**config.mk**
```make
export PLATFORM = sky130hd
export DESIGN_NAME = valet_cmd_sequencer
export DESIGN_NICKNAME = d
export VERILOG_FILES = /design/src/rtl/valet_cmd_sequencer.sv
export SDC_FILE = /design/constraint.sdc
export NUM_CORES = 1
export LEC_CHECK = 0
export CORE_ASPECT_RATIO = 2
export CORE_MARGIN = 2
export CORE_UTILIZATION = 30
export CTS_BUF_LIST = sky130_fd_sc_hd__clkbuf_8
export DETAILED_ROUTE_END_ITERATION = 8
export GPL_ROUTABILITY_DRIVEN = 0
export PLACE_DENSITY = 0.63
export SETUP_SLACK_MARGIN = 0.1
export SYNTH_ARGS = -nofsm -noshare
export SYNTH_HDL_FRONTEND = slang
export SYNTH_SLANG_ARGS = --single-unit
```
**constraint.sdc**
```tcl
create_clock -name clk -period 2.2 [get_ports clk]
set_input_delay 0.22 -clock clk [delete_from_list [all_inputs] [get_ports clk]]
set_output_delay 0.22 -clock clk [all_outputs]
set_load 0.01 [all_outputs]
```
**src/rtl/valet_cmd_sequencer.sv**
```systemverilog
// Command sequencer in front of the CAM parking lot: buffers park/retrieve requests,
// screens each one with a lookup, issues at most one lot strobe, and returns a status.
module valet_cmd_sequencer #(
    parameter int TAG_WIDTH  = 16,
    parameter int DEPTH      = 8,
    parameter int FIFO_DEPTH = 4
) (
    input  logic                         clk,
    input  logic                         rst,
    input  logic                         req_valid,
    output logic                         req_ready,
    input  logic                         req_op,
    input  logic [TAG_WIDTH-1:0]         req_tag,
    output logic                         cam_write_en,
    output logic                         cam_read_en,
    output logic [TAG_WIDTH-1:0]         cam_tag,
    input  logic                         cam_match_found,
    input  logic [$clog2(DEPTH)-1:0]     cam_match_index,
    output logic                         rsp_valid,
    input  logic                         rsp_ready,
    output logic                         rsp_op,
    output logic [TAG_WIDTH-1:0]         rsp_tag,
    output logic [1:0]                   rsp_status,
    output logic [$clog2(DEPTH)-1:0]     rsp_index,
    output logic [$clog2(DEPTH+1)-1:0]   occupancy
);

    localparam int IDX_W = $clog2(DEPTH);
    localparam int OCC_W = $clog2(DEPTH + 1);
    localparam int PTR_W = $clog2(FIFO_DEPTH);
    localparam int CNT_W = $clog2(FIFO_DEPTH + 1);

    localparam logic [OCC_W-1:0] OCC_FULL = OCC_W'(DEPTH);
    localparam logic [CNT_W-1:0] CNT_FULL = CNT_W'(FIFO_DEPTH);

    localparam logic [1:0] ST_OK        = 2'b00;
    localparam logic [1:0] ST_FULL      = 2'b01;
    localparam logic [1:0] ST_NOT_FOUND = 2'b10;
    localparam logic [1:0] ST_DUPLICATE = 2'b11;

    typedef enum logic [1:0] {
        S_IDLE,
        S_LOOKUP,
        S_EXEC,
        S_RESP
    } state_t;

    logic                 op_mem_q  [FIFO_DEPTH];
    logic [TAG_WIDTH-1:0] tag_mem_q [FIFO_DEPTH];
    logic [PTR_W-1:0]     wr_ptr_q, wr_ptr_d;
    logic [PTR_W-1:0]     rd_ptr_q, rd_ptr_d;
    logic [CNT_W-1:0]     cnt_q, cnt_d;
    logic                 push, pop, fifo_empty;

    state_t               state_q, state_d;
    logic                 cmd_op_q, cmd_op_d;
    logic [TAG_WIDTH-1:0] cam_tag_q, cam_tag_d;
    logic                 wr_en_q, wr_en_d;
    logic                 rd_en_q, rd_en_d;
    logic [1:0]           status_q, status_d;
    logic [IDX_W-1:0]     index_q, index_d;
    logic [OCC_W-1:0]     occ_q, occ_d;

    // Ready depends only on registered fullness, so a same-cycle pop never frees a slot.
    assign req_ready  = rst && (cnt_q != CNT_FULL);
    assign push       = req_valid && req_ready;
    assign fifo_empty = (cnt_q == '0);
    assign pop        = (state_q == S_IDLE) && !fifo_empty;

    always_comb begin
        wr_ptr_d = wr_ptr_q;
        rd_ptr_d = rd_ptr_q;
        cnt_d    = cnt_q;
        if (push) wr_ptr_d = wr_ptr_q + 1'b1;
        if (pop)  rd_ptr_d = rd_ptr_q + 1'b1;
        if (push && !pop)      cnt_d = cnt_q + 1'b1;
        else if (!push && pop) cnt_d = cnt_q - 1'b1;
    end

    always_ff @(posedge clk) begin
        if (push) begin
            op_mem_q[wr_ptr_q]  <= req_op;
            tag_mem_q[wr_ptr_q] <= req_tag;
        end
    end

    always_ff @(posedge clk) begin
        if (!rst) begin
            wr_ptr_q <= '0;
            rd_ptr_q <= '0;
            cnt_q    <= '0;
        end else begin
            wr_ptr_q <= wr_ptr_d;
            rd_ptr_q <= rd_ptr_d;
            cnt_q    <= cnt_d;
        end
    end

    // The screening decision is taken from the lookup result at the end of LOOKUP,
    // so the strobe and status are already registered while the FSM sits in EXEC.
    always_comb begin
        state_d   = state_q;
        cmd_op_d  = cmd_op_q;
        cam_tag_d = cam_tag_q;
        wr_en_d   = 1'b0;
        rd_en_d   = 1'b0;
        status_d  = status_q;
        index_d   = index_q;
        occ_d     = occ_q;
        case (state_q)
            S_IDLE: begin
                if (!fifo_empty) begin
                    cmd_op_d  = op_mem_q[rd_ptr_q];
                    cam_tag_d = tag_mem_q[rd_ptr_q];
                    state_d   = S_LOOKUP;
                end
            end
            S_LOOKUP: begin
                index_d = '0;
                if (!cmd_op_q) begin
                    if (cam_match_found) begin
                        status_d = ST_DUPLICATE;
                        index_d  = cam_match_index;
                    end else if (occ_q == OCC_FULL) begin
                        status_d = ST_FULL;
                    end else begin
                        status_d = ST_OK;
                        wr_en_d  = 1'b1;
                    end
                end else begin
                    if (cam_match_found) begin
                        status_d = ST_OK;
                        index_d  = cam_match_index;
                        rd_en_d  = 1'b1;
                    end else begin
                        status_d = ST_NOT_FOUND;
                    end
                end
                state_d = S_EXEC;
            end
            S_EXEC: begin
                if (wr_en_q && (occ_q != OCC_FULL)) occ_d = occ_q + 1'b1;
                if (rd_en_q && (occ_q != '0))       occ_d = occ_q - 1'b1;
                state_d = S_RESP;
            end
            S_RESP: begin
                if (rsp_ready) state_d = S_IDLE;
            end
            default: state_d = S_IDLE;
        endcase
    end

    always_ff @(posedge clk) begin
        if (!rst) begin
            state_q   <= S_IDLE;
            cmd_op_q  <= 1'b0;
            cam_tag_q <= '0;
            wr_en_q   <= 1'b0;
            rd_en_q   <= 1'b0;
            status_q  <= 2'b00;
            index_q   <= '0;
            occ_q     <= '0;
        end else begin
            state_q   <= state_d;
            cmd_op_q  <= cmd_op_d;
            cam_tag_q <= cam_tag_d;
            wr_en_q   <= wr_en_d;
            rd_en_q   <= rd_en_d;
            status_q  <= status_d;
            index_q   <= index_d;
            occ_q     <= occ_d;
        end
    end

    assign cam_write_en = wr_en_q;
    assign cam_read_en  = rd_en_q;
    assign cam_tag      = cam_tag_q;
    assign rsp_valid    = (state_q == S_RESP);
    assign rsp_op       = cmd_op_q;
    assign rsp_tag      = cam_tag_q;
    assign rsp_status   = status_q;
    assign rsp_index    = index_q;
    assign occupancy    = occ_q;

endmodule

```
==> results.toml <==
[setup_path]
r2r_start = "cnt_q[2]"
crit_path_end_kind = "register"
slowest_delay_ns = 0.39
cp.buffers_inverters = 2
critPathRequiredTime_ns = 2.51
worstPathMaxFanout = 5
worstSetupStartpoint = "cnt_q[2]"
cp.arrival_ns = 2.32
path_depth = 8
critPathLaunchType = "register"
r2r_end = "cnt_q[2]"
path_class = "reg -> reg"
crit_end = "cnt_q[2]"
cpMaxStageDelayCell = "o31a_1"
r2r_cells = 8
path_cells = "o31a_1, inv_8, ha_4, inv_1, fa_2, xor2_1, or3_1, a21boi_1"
r2r_slack_ns = 0.19
path_delay_family = "compound AO/OA/AOI/OAI gates"

[clocking]
cts.path.max_buffers = 2
cts-htree-levels = 3
cts_tree = "yes"
path_clk_slew_ns = 0.11
clk-insertion-delay-late_ns = 0.37
numCtsBuffers = 9
clock-sinks = 105
root_buffer = "clkbuf_8"
cts_hold_buf = 0

[pwr]
p_comb_frac = 0.351
swShare = 0.319
clock_power_share = 0.220
netSwitchingPower_w = 0.00190
internal_power_w = 0.00405
power_frac_seq = 0.429
leakagePower_nw = 1.87
vdd_drop_max_mv = 0.346
power.density_nw_per_um2 = 1080

[grt]
grt_max_degree = 40
grt_antenna_before_repair = 0
grt_first_pass_wirelength_mm = 13.2
grt_overflow_total = 0
grt_pass1_vias = 2580
track_usage = 0.113

[timing]
slew_headroom = 0.748
finalHoldViolations = 0
max_slew.worst_pin.slew_ns = 0.375
fin_crit_sh = 0.912
fin_ws_ns = 0.193
skew_ns = 0.0155
setup_viol = 0
finalWorstPathRequiredPeriod_ns = 2.01
setup_tns_ns = 0
slew_viol_final = 0
grt_setup_unrepaired = "yes"
max_freq_mhz = 498

[synth]
yosys-top-cells-area = "edfxtp_1, dfxtp_1, mux4_2, a21boi_1, nand2_1"
seq_area_frac_synth = 0.640
yosys-top-cells-count = "edfxtp_1, nand2_1, dfxtp_1, a21boi_1"
synth_area_sq_um = 4350
synth_cell_type_count = 37
synth_flop_cell = "edfxtp_1"
synth_edf_count = 68
avgSynthCellArea_sq_um = 14.5
synth_warnings = 0
synth_fp_nets = 339
async_flop_share = 0
synth_most_common_cell = "edfxtp_1"
synth_top_cell_area_share = 0.470
yosysTopAreaCell = "edfxtp_1"
ys_seq_elements = 105
syn_inst = 300

[layout]
nets = 404
n_antenna_cell = 0
final_area_sq_um = 5500
drive_gt1_frac = 0.154
area_growth_pct = 26.5

[status]
status = "complete, no violations"

[place]
dp_hpwl_mm = 5.87
pre_cts_slack_ns = 0.0327
io_buffers = 70
dpl_cell_area_sq_um = 5260

[detailed_routing]
route.detailed.drc = 0
drt_iter0_markers = 95
vias = 2449
via_per_inst = 4.36
wl_per_cell_um = 14.7
first_pass_iters = 4
drt-total-wl_mm = 8.28
ant_nets = 0

[die]
dieHeight_um = 174
fp-row-count = 62
coreArea_sq_um = 14300
ioPinCount = 71
dieArea_sq_um = 15500
initial_core_util = 0.305
die_x_um = 89.1

[worst_hold_path]
min_path_type = "in -> reg"

[run]
cap_violations = 0
cell type report:
cell class / instances / area [sq um]
Clock buffer: 9 / 124
Clock inverter: 7 / 108
Fill cell: 1378 / 8770
Inverter: 12 / 52.6
Multi-Input combinational cell: 155 / 1350
Sequential cell: 105 / 2790
Tap cell: 192 / 240
Timing Repair Buffer: 82 / 845
repair_timing:
item,CTS,global route
buffers inserted,0,1
endpoints found under the setup margin,0,3
gates resized for setup,0,1
power by group through the flow:
stage	combinational [W]	sequential, W	clock (W)
5_1_grt	0.00230	0.00259	0.00144
4_1_cts	0.00211	0.00256	0.00137
3_5_place_dp	0.00211	0.00261	0
6_report	0.00209	0.00255	0.00131
3_3_place_gp	0.00207	0.00259	0
2_1_floorplan	0.00135	0.00263	0
stage by stage:
stage	std cells	util	hold slack [ns]	total power [W]
after floorplan	300	-	0.319	0.00398
after global placement	545	0.369	0.470	0.00466
after detailed placement	545	0.369	0.468	0.00471
after CTS	561	0.385	0.419	0.00604
after global routing	562	0.386	0.432	0.00633
final	562	0.386	0.431	0.00595
layer usage:
metal / wire length (um) / up-vias / GRT usage / share of wire
li1: - / 1194 / - / -
met5: 0 / - / 0 / 0
met2: 4740 / 44 / 0.207 / 0.57
met3: 206 / 8 / 0.0228 / 0.025
met1: 3200 / 1203 / 0.122 / 0.39
met4: 142 / 0 / 0.0454 / 0.017
worst min-delay path by stage:
| stage | startpoint | cells past startpoint | end | slack, ns |
|---|---|---|---|---|
| 3_5_place_dp | rsp_index[0] | 2 | rsp_index[0] | 0.47 |
| 4_1_cts | cam_match_index[2] | 3 | rsp_index[2] | 0.42 |
| 6_report | cam_match_index[2] | 3 | rsp_index[2] | 0.43 |
| 3_3_place_gp | cam_tag[2] | 2 | cam_tag[2] | 0.47 |
| 2_1_floorplan | req_op | 0 | op_mem_q[0] | 0.32 |
| 5_1_grt | cam_match_index[2] | 3 | rsp_index[2] | 0.43 |
worst register-to-register path, delay by kind of cell, from the launching register on:
kind	cells	cell delay (ns)
buf+inv	2	0.13
compound gates	2	0.51
fa+ha+maj	2	0.47
xor+xnor	1	0.15
flops	1	0.37
simple gates	1	0.31
logic make-up (layout without fill, tap and decap cells):
family | Yosys count | in the layout | share of synthesized area
AND/OR/NAND/NOR | 74 | 74 | 0.0782
buffers and inverters | 40 | 110 | 0.0564
multiplexers | 22 | 22 | 0.0995
flip-flops | 105 | 105 | 0.640
XOR/XNOR | 7 | 7 | 0.0141
AO/OA/AOI/OAI | 38 | 38 | 0.0682
adder cells (fa/ha/maj) | 14 | 14 | 0.0437
cells in the final DEF (no fill, tap or decap), drive strengths merged, types with 6 or more instances in the layout:
cell type and n:
a21boi 23, and2 9, buf 12, clkbuf 9
clkdlybuf4s50 70, dfxtp 37, edfxtp 68, ha 12
inv 15, mux4 17, nand2 42, nand3 7
xnor2 6
flip-flops by register name (all words and copies together), names as in the netlist:
signal	cells
cam_write_en	1
cam_read_en	1
wr_ptr_q	2
tag_mem_q	64
occupancy	4
rsp_index	3
rsp_op	1
op_mem_q	4
cam_tag	16
cnt_q	3
rd_ptr_q	2
state_q	2
rsp_status	2
Power figures use the tool's default switching activity.
==> patch 1, RTL diff (config.mk and constraints unchanged) <==
The 4 states of `state_t` get a one-hot encoding in 4 bits.
--- a/src/rtl/valet_cmd_sequencer.sv
+++ b/src/rtl/valet_cmd_sequencer.sv
@@ -40,7 +40,7 @@
 
-    typedef enum logic [1:0] {
-        S_IDLE,
-        S_LOOKUP,
-        S_EXEC,
-        S_RESP
+    typedef enum logic [3:0] {
+        S_IDLE   = 4'b0001,
+        S_LOOKUP = 4'b0010,
+        S_EXEC   = 4'b0100,
+        S_RESP   = 4'b1000
     } state_t;
Behaviour: same outputs for any inputs over 10 cycles, from zero or initial values and one cycle with rst low; not proved beyond that.
==> patch 1 against the original RTL <==
  * Count of clock-buffer cells in the layout unchanged
  * Power down 4.8%
  * Die area down 1.3%
  * Synthesized area down 1.3%
  * Cell area down 0.75%
  * Wire length up 2.5%
  * Sequential cell count up 2
  * Synthesized cell count up 1.7%
  * Setup slack better by 0.019 ns
  * Sequential share of layout area up 1.1 points
==> patch 1: results (changes against the original RTL) <==
* R2R setup slack at 0.21 ns (+0.02 ns)
* Worst Hold Path EP: rsp_index[0]$_SDFFE_PN0N_
* DR vias at 2554 (+4.3%)
* Crit Reg-Reg Startpoint: state_q[1]$_SDFFE_PN0P_
* Critical Path Slowest Stage Cell: dfxtp_1
* CP max stage delay at 0.49 ns (+0.10 ns)
* Adder-cell share of the synthesized area at 3.26% (-1.1 points)
* DP HPWL at 6080 µm (+3.5%)
* Place WS at 0.0436 ns (+0.0109 ns)
* Routed vias/inst at 4.50 (+3.4%)
* Synth Area in Compound Gates at 5.89% (-0.93 points)
* Crit Path Max Fanout at 7 (+2)
* Met2 Routed Length at 4690 µm (-0.95%)
* Top cells by area, synth: edfxtp_1, dfxtp_1, mux4_2
* Largest net degree at the start of global routing at 37 (-7.5%)
* Clock Skew at 0.00571 ns (-0.00980 ns)
* Synth cell count leaders: edfxtp_1, nand2_1, dfxtp_1
* Post-synthesis sequential area ratio at 65.8% (+1.8 points)
* Multiplexer area fraction after synthesis at 9.85% (-0.10 points)
* Detail Route met3 WL at 301 µm (+46%)
* CP arrival at 2.29 ns (-0.03 ns)
* Placed cell count at 551 (+1.1%)
* Post-synth net total at 340 (+0.29%)
* Avg WL per Cell at 15.0 µm (+1.5%)
* Post-Syn Instances at 305 (+1.7%)
* First-pass GRT wire length at 13800 µm (+4.4%)
* Sw frac at 30.5% (-1.5 points)
* Run status: completed
* Post-Synth XOR/XNOR Area at 1.63% (+0.22 points)
* Number of global-route vias before repair at 2726 (+5.7%)
* Crit-path leading delay family: flip-flops
* Global Route met1 Usage at 12.5% (+0.36 points)
* Iteration-0 DRC Markers at 119 (+25%)
* M1 wire length at 3260 µm (+2.1%)
* Fmax at 503 MHz (+0.96%)
* M2 GR Usage at 21.4% (+0.69 points)
[patch 1: changes by cell type in the layout (fill, tap and decap cells not counted), sizes merged, moves of 5 or more]
| cell | change |
|---|---|
| a21boi | -22 |
| a21oi | +24 |
| and2 | -5 |
| nor2 | +10 |
| nor2b | -5 |
[patch 1: cell type report]
type / count / area (µm²)
clock inverter: 7 / 68.8
clock buffer: 9 / 124
tap: 189 / 236
inverter: 11 / 41.3
sequential: 107 / 2820
fill: 1299 / 8510
timing repair buffer: 86 / 882
multi-input combinational: 158 / 1280
[patch 1: power groups by stage]
stage               Combinational, µW  Clock [µW]  Sequential [µW]
finish                           1920        1160             2580
global route                     2110        1290             2620
CTS                              1970        1210             2580
detailed placement               1960           0             2630
global placement                 1930           0             2610
floorplan                        1190           0             2640
[patch 1: repair_timing]
item / 4_1_cts / 5_1_grt
hold buffers: 0 / 0
endpoints found under the setup margin: 1 / 2
resized for setup: 1 / 2
gates cloned: 0 / 0
endpoints found under the hold margin: 0 / 0
==> patch 2, RTL diff (same flow settings) <==
Made on the original files. The parameter `FIFO_DEPTH` goes from 4 to 8.
--- a/src/rtl/valet_cmd_sequencer.sv
+++ b/src/rtl/valet_cmd_sequencer.sv
@@ -5,3 +5,3 @@
     parameter int DEPTH      = 8,
-    parameter int FIFO_DEPTH = 4
+    parameter int FIFO_DEPTH = 8
 ) (
Behaviour: not the same (a bounded check fails within 10 cycles, from zero or initial values and one cycle with rst low).
==> patch 2 against the original RTL <==
  * The run now ends with negative setup slack left
  * Global-route usage grew 0.70 points
  * Clock skew shrank 0.0052 ns
  * Wire length grew 73%
  * Non-clock buffer count grew 35
  * Highest routed layer unchanged
  * Cell area grew 59%
  * Synthesized area grew 62%
  * Setup slack lost 0.24 ns
  * Sequential cell count grew 71
  * Hold slack lost 0.084 ns
  * Combinational power grew 34%
  * Final cell count grew 45%
  * Clock power grew 64%
  * Sequential share of layout area grew 5.3 points
  * Power grew 52%
==> patch 2: results (changes against the original RTL) <==
* Run status: complete, but fails checks
* Violated checks: negative setup slack
* Setup Viol. Count Final at 1 (+1)
* Worst R2R Path Depth at 10 (+2)
* EDFF count, synth at 136 (+100%)
* Switching pwr at 2500 µW (+32%)
* Fin nets at 558 (+38%)
* M1 wire length at 5310 µm (+66%)
* Mean Syn Cell Area at 16.9 µm² (+16%)
* Largest net degree at the start of global routing at 37 (-7.5%)
* Antenna violations before repair at 0 (unchanged)
* R2R Path End: cnt_q[3]$_SDFFE_PN0P_
* Fin worst setup slack at -0.0517 ns (-0.245 ns)
* Critical Path Slowest Stage Cell: or4b_4
* CP arrival at 2.65 ns (+0.33 ns)
* Worst VDD drop at 522 µV (+51%)
* Clock Skew at 0.0103 ns (-0.00520 ns)
* Routed WL at 14300 µm (+73%)
* Share of cells above drive strength 1 at 24.2% (+8.8 points)
* Crit-path leading delay family: simple AND/OR/NAND/NOR gates
* Final non-filler cell total at 816 (+45%)
* Place WS at -0.200 ns (-0.232 ns)
* Top cells by area, synth: edfxtp_1, dfxtp_1, mux4_2
* Fillers at 2139 (+55%)
* CP max stage delay at 0.56 ns (+0.17 ns)
* M2 GR Usage at 23.4% (+2.7 points)
* Detail Route met3 WL at 497 µm (+140%)
* Area of the multi-input gates at 1990 µm² (+48%)
* Max_slew headroom at 72.2% (-2.6 points)
* Unique masters post-synth at 35 (-5.4%)
* Met3 Use GR at 2.52% (+0.24 points)
* DP HPWL at 9790 µm (+67%)
* Crit Reg-Reg Startpoint: cnt_q[1]$_SDFFE_PN0P_
* Total CTS buffers at 17 (+8)
* Clock latency on the worst-skew pair at 0.46 ns (+0.09 ns)
* Met2 Routed Length at 8220 µm (+73%)
* Routed vias/inst at 4.68 (+7.4%)
* P_leak at 0.00289 µW (+55%)
* Post-synth net total at 456 (+35%)
* Clk pin slew, worst setup/hold paths at 0.09 ns (-0.02 ns)
* Synth cell count leaders: edfxtp_1, dfxtp_1, mux4_2, nand2_1, mux2i_1
* Number of global-route vias before repair at 3997 (+55%)
* Hold WS at 0.347 ns (-0.0836 ns)
* Setup TNS at -0.0517 ns (-0.0517 ns)
* Iteration-0 DRC Markers at 272 (+190%)
* First-pass GRT wire length at 22100 µm (+67%)
* Post-synthesis sequential area ratio at 69.4% (+5.4 points)
* Crit Path Max Fanout at 2 (-3)
-- patch 2: worst max path at each step --
stage                           from  cells past startpoint                     to
6_report       cnt_q[1]$_SDFFE_PN0P_                     10  cnt_q[3]$_SDFFE_PN0P_
2_1_floorplan  cnt_q[0]$_SDFFE_PN0P_                      3  op_mem_q[2]$_DFFE_PP_
5_1_grt        cnt_q[1]$_SDFFE_PN0P_                     10  cnt_q[3]$_SDFFE_PN0P_
3_5_place_dp   cnt_q[2]$_SDFFE_PN0P_                     10  cnt_q[3]$_SDFFE_PN0P_
4_1_cts        cnt_q[1]$_SDFFE_PN0P_                     10  cnt_q[3]$_SDFFE_PN0P_
3_3_place_gp   cnt_q[2]$_SDFFE_PN0P_                     10  cnt_q[3]$_SDFFE_PN0P_
-- patch 2: kinds of logic (layout without fill, tap and decap cells) --
logic type,after synthesis,count (layout),share of synthesized area (%)
xor gates and xnor gates,7,7,0.871
and+or+nand+nor,80,80,5.53
DFF,176,176,69.4
adders and majority gates,14,14,2.70
AOI/OAI and AO/OA,37,37,3.27
other,0,1,0
muxes,59,59,14.4
buffers and inverters,44,159,3.75
-- patch 2: final cells by class --
cell class,count,share of cell area (%)
Tap cell,283,4.05
Inverter,10,0.501
Multi-Input combinational cell,197,22.8
Clock inverter,15,1.75
Clock buffer,17,2.68
Sequential cell,176,56.0
Antenna cell,1,0.0287
Timing Repair Buffer,117,12.2
-- patch 2: tightest hold or removal path, delay by kind of cell --
family	cells	cell delay [ns]
buffers and inverters	1	0.40
and+or+nand+nor	1	0.08
AOI/OAI and AO/OA	1	0.07
-- patch 2: power by group through the flow --
stage	logic [µW]	registers (µW)	clock network (µW)
CTS	2810	4070	2220
floorplan	1580	4190	0
detailed placement	2690	4150	0
global route	3030	4110	2350
global placement	2640	4120	0
finish	2810	4070	2150
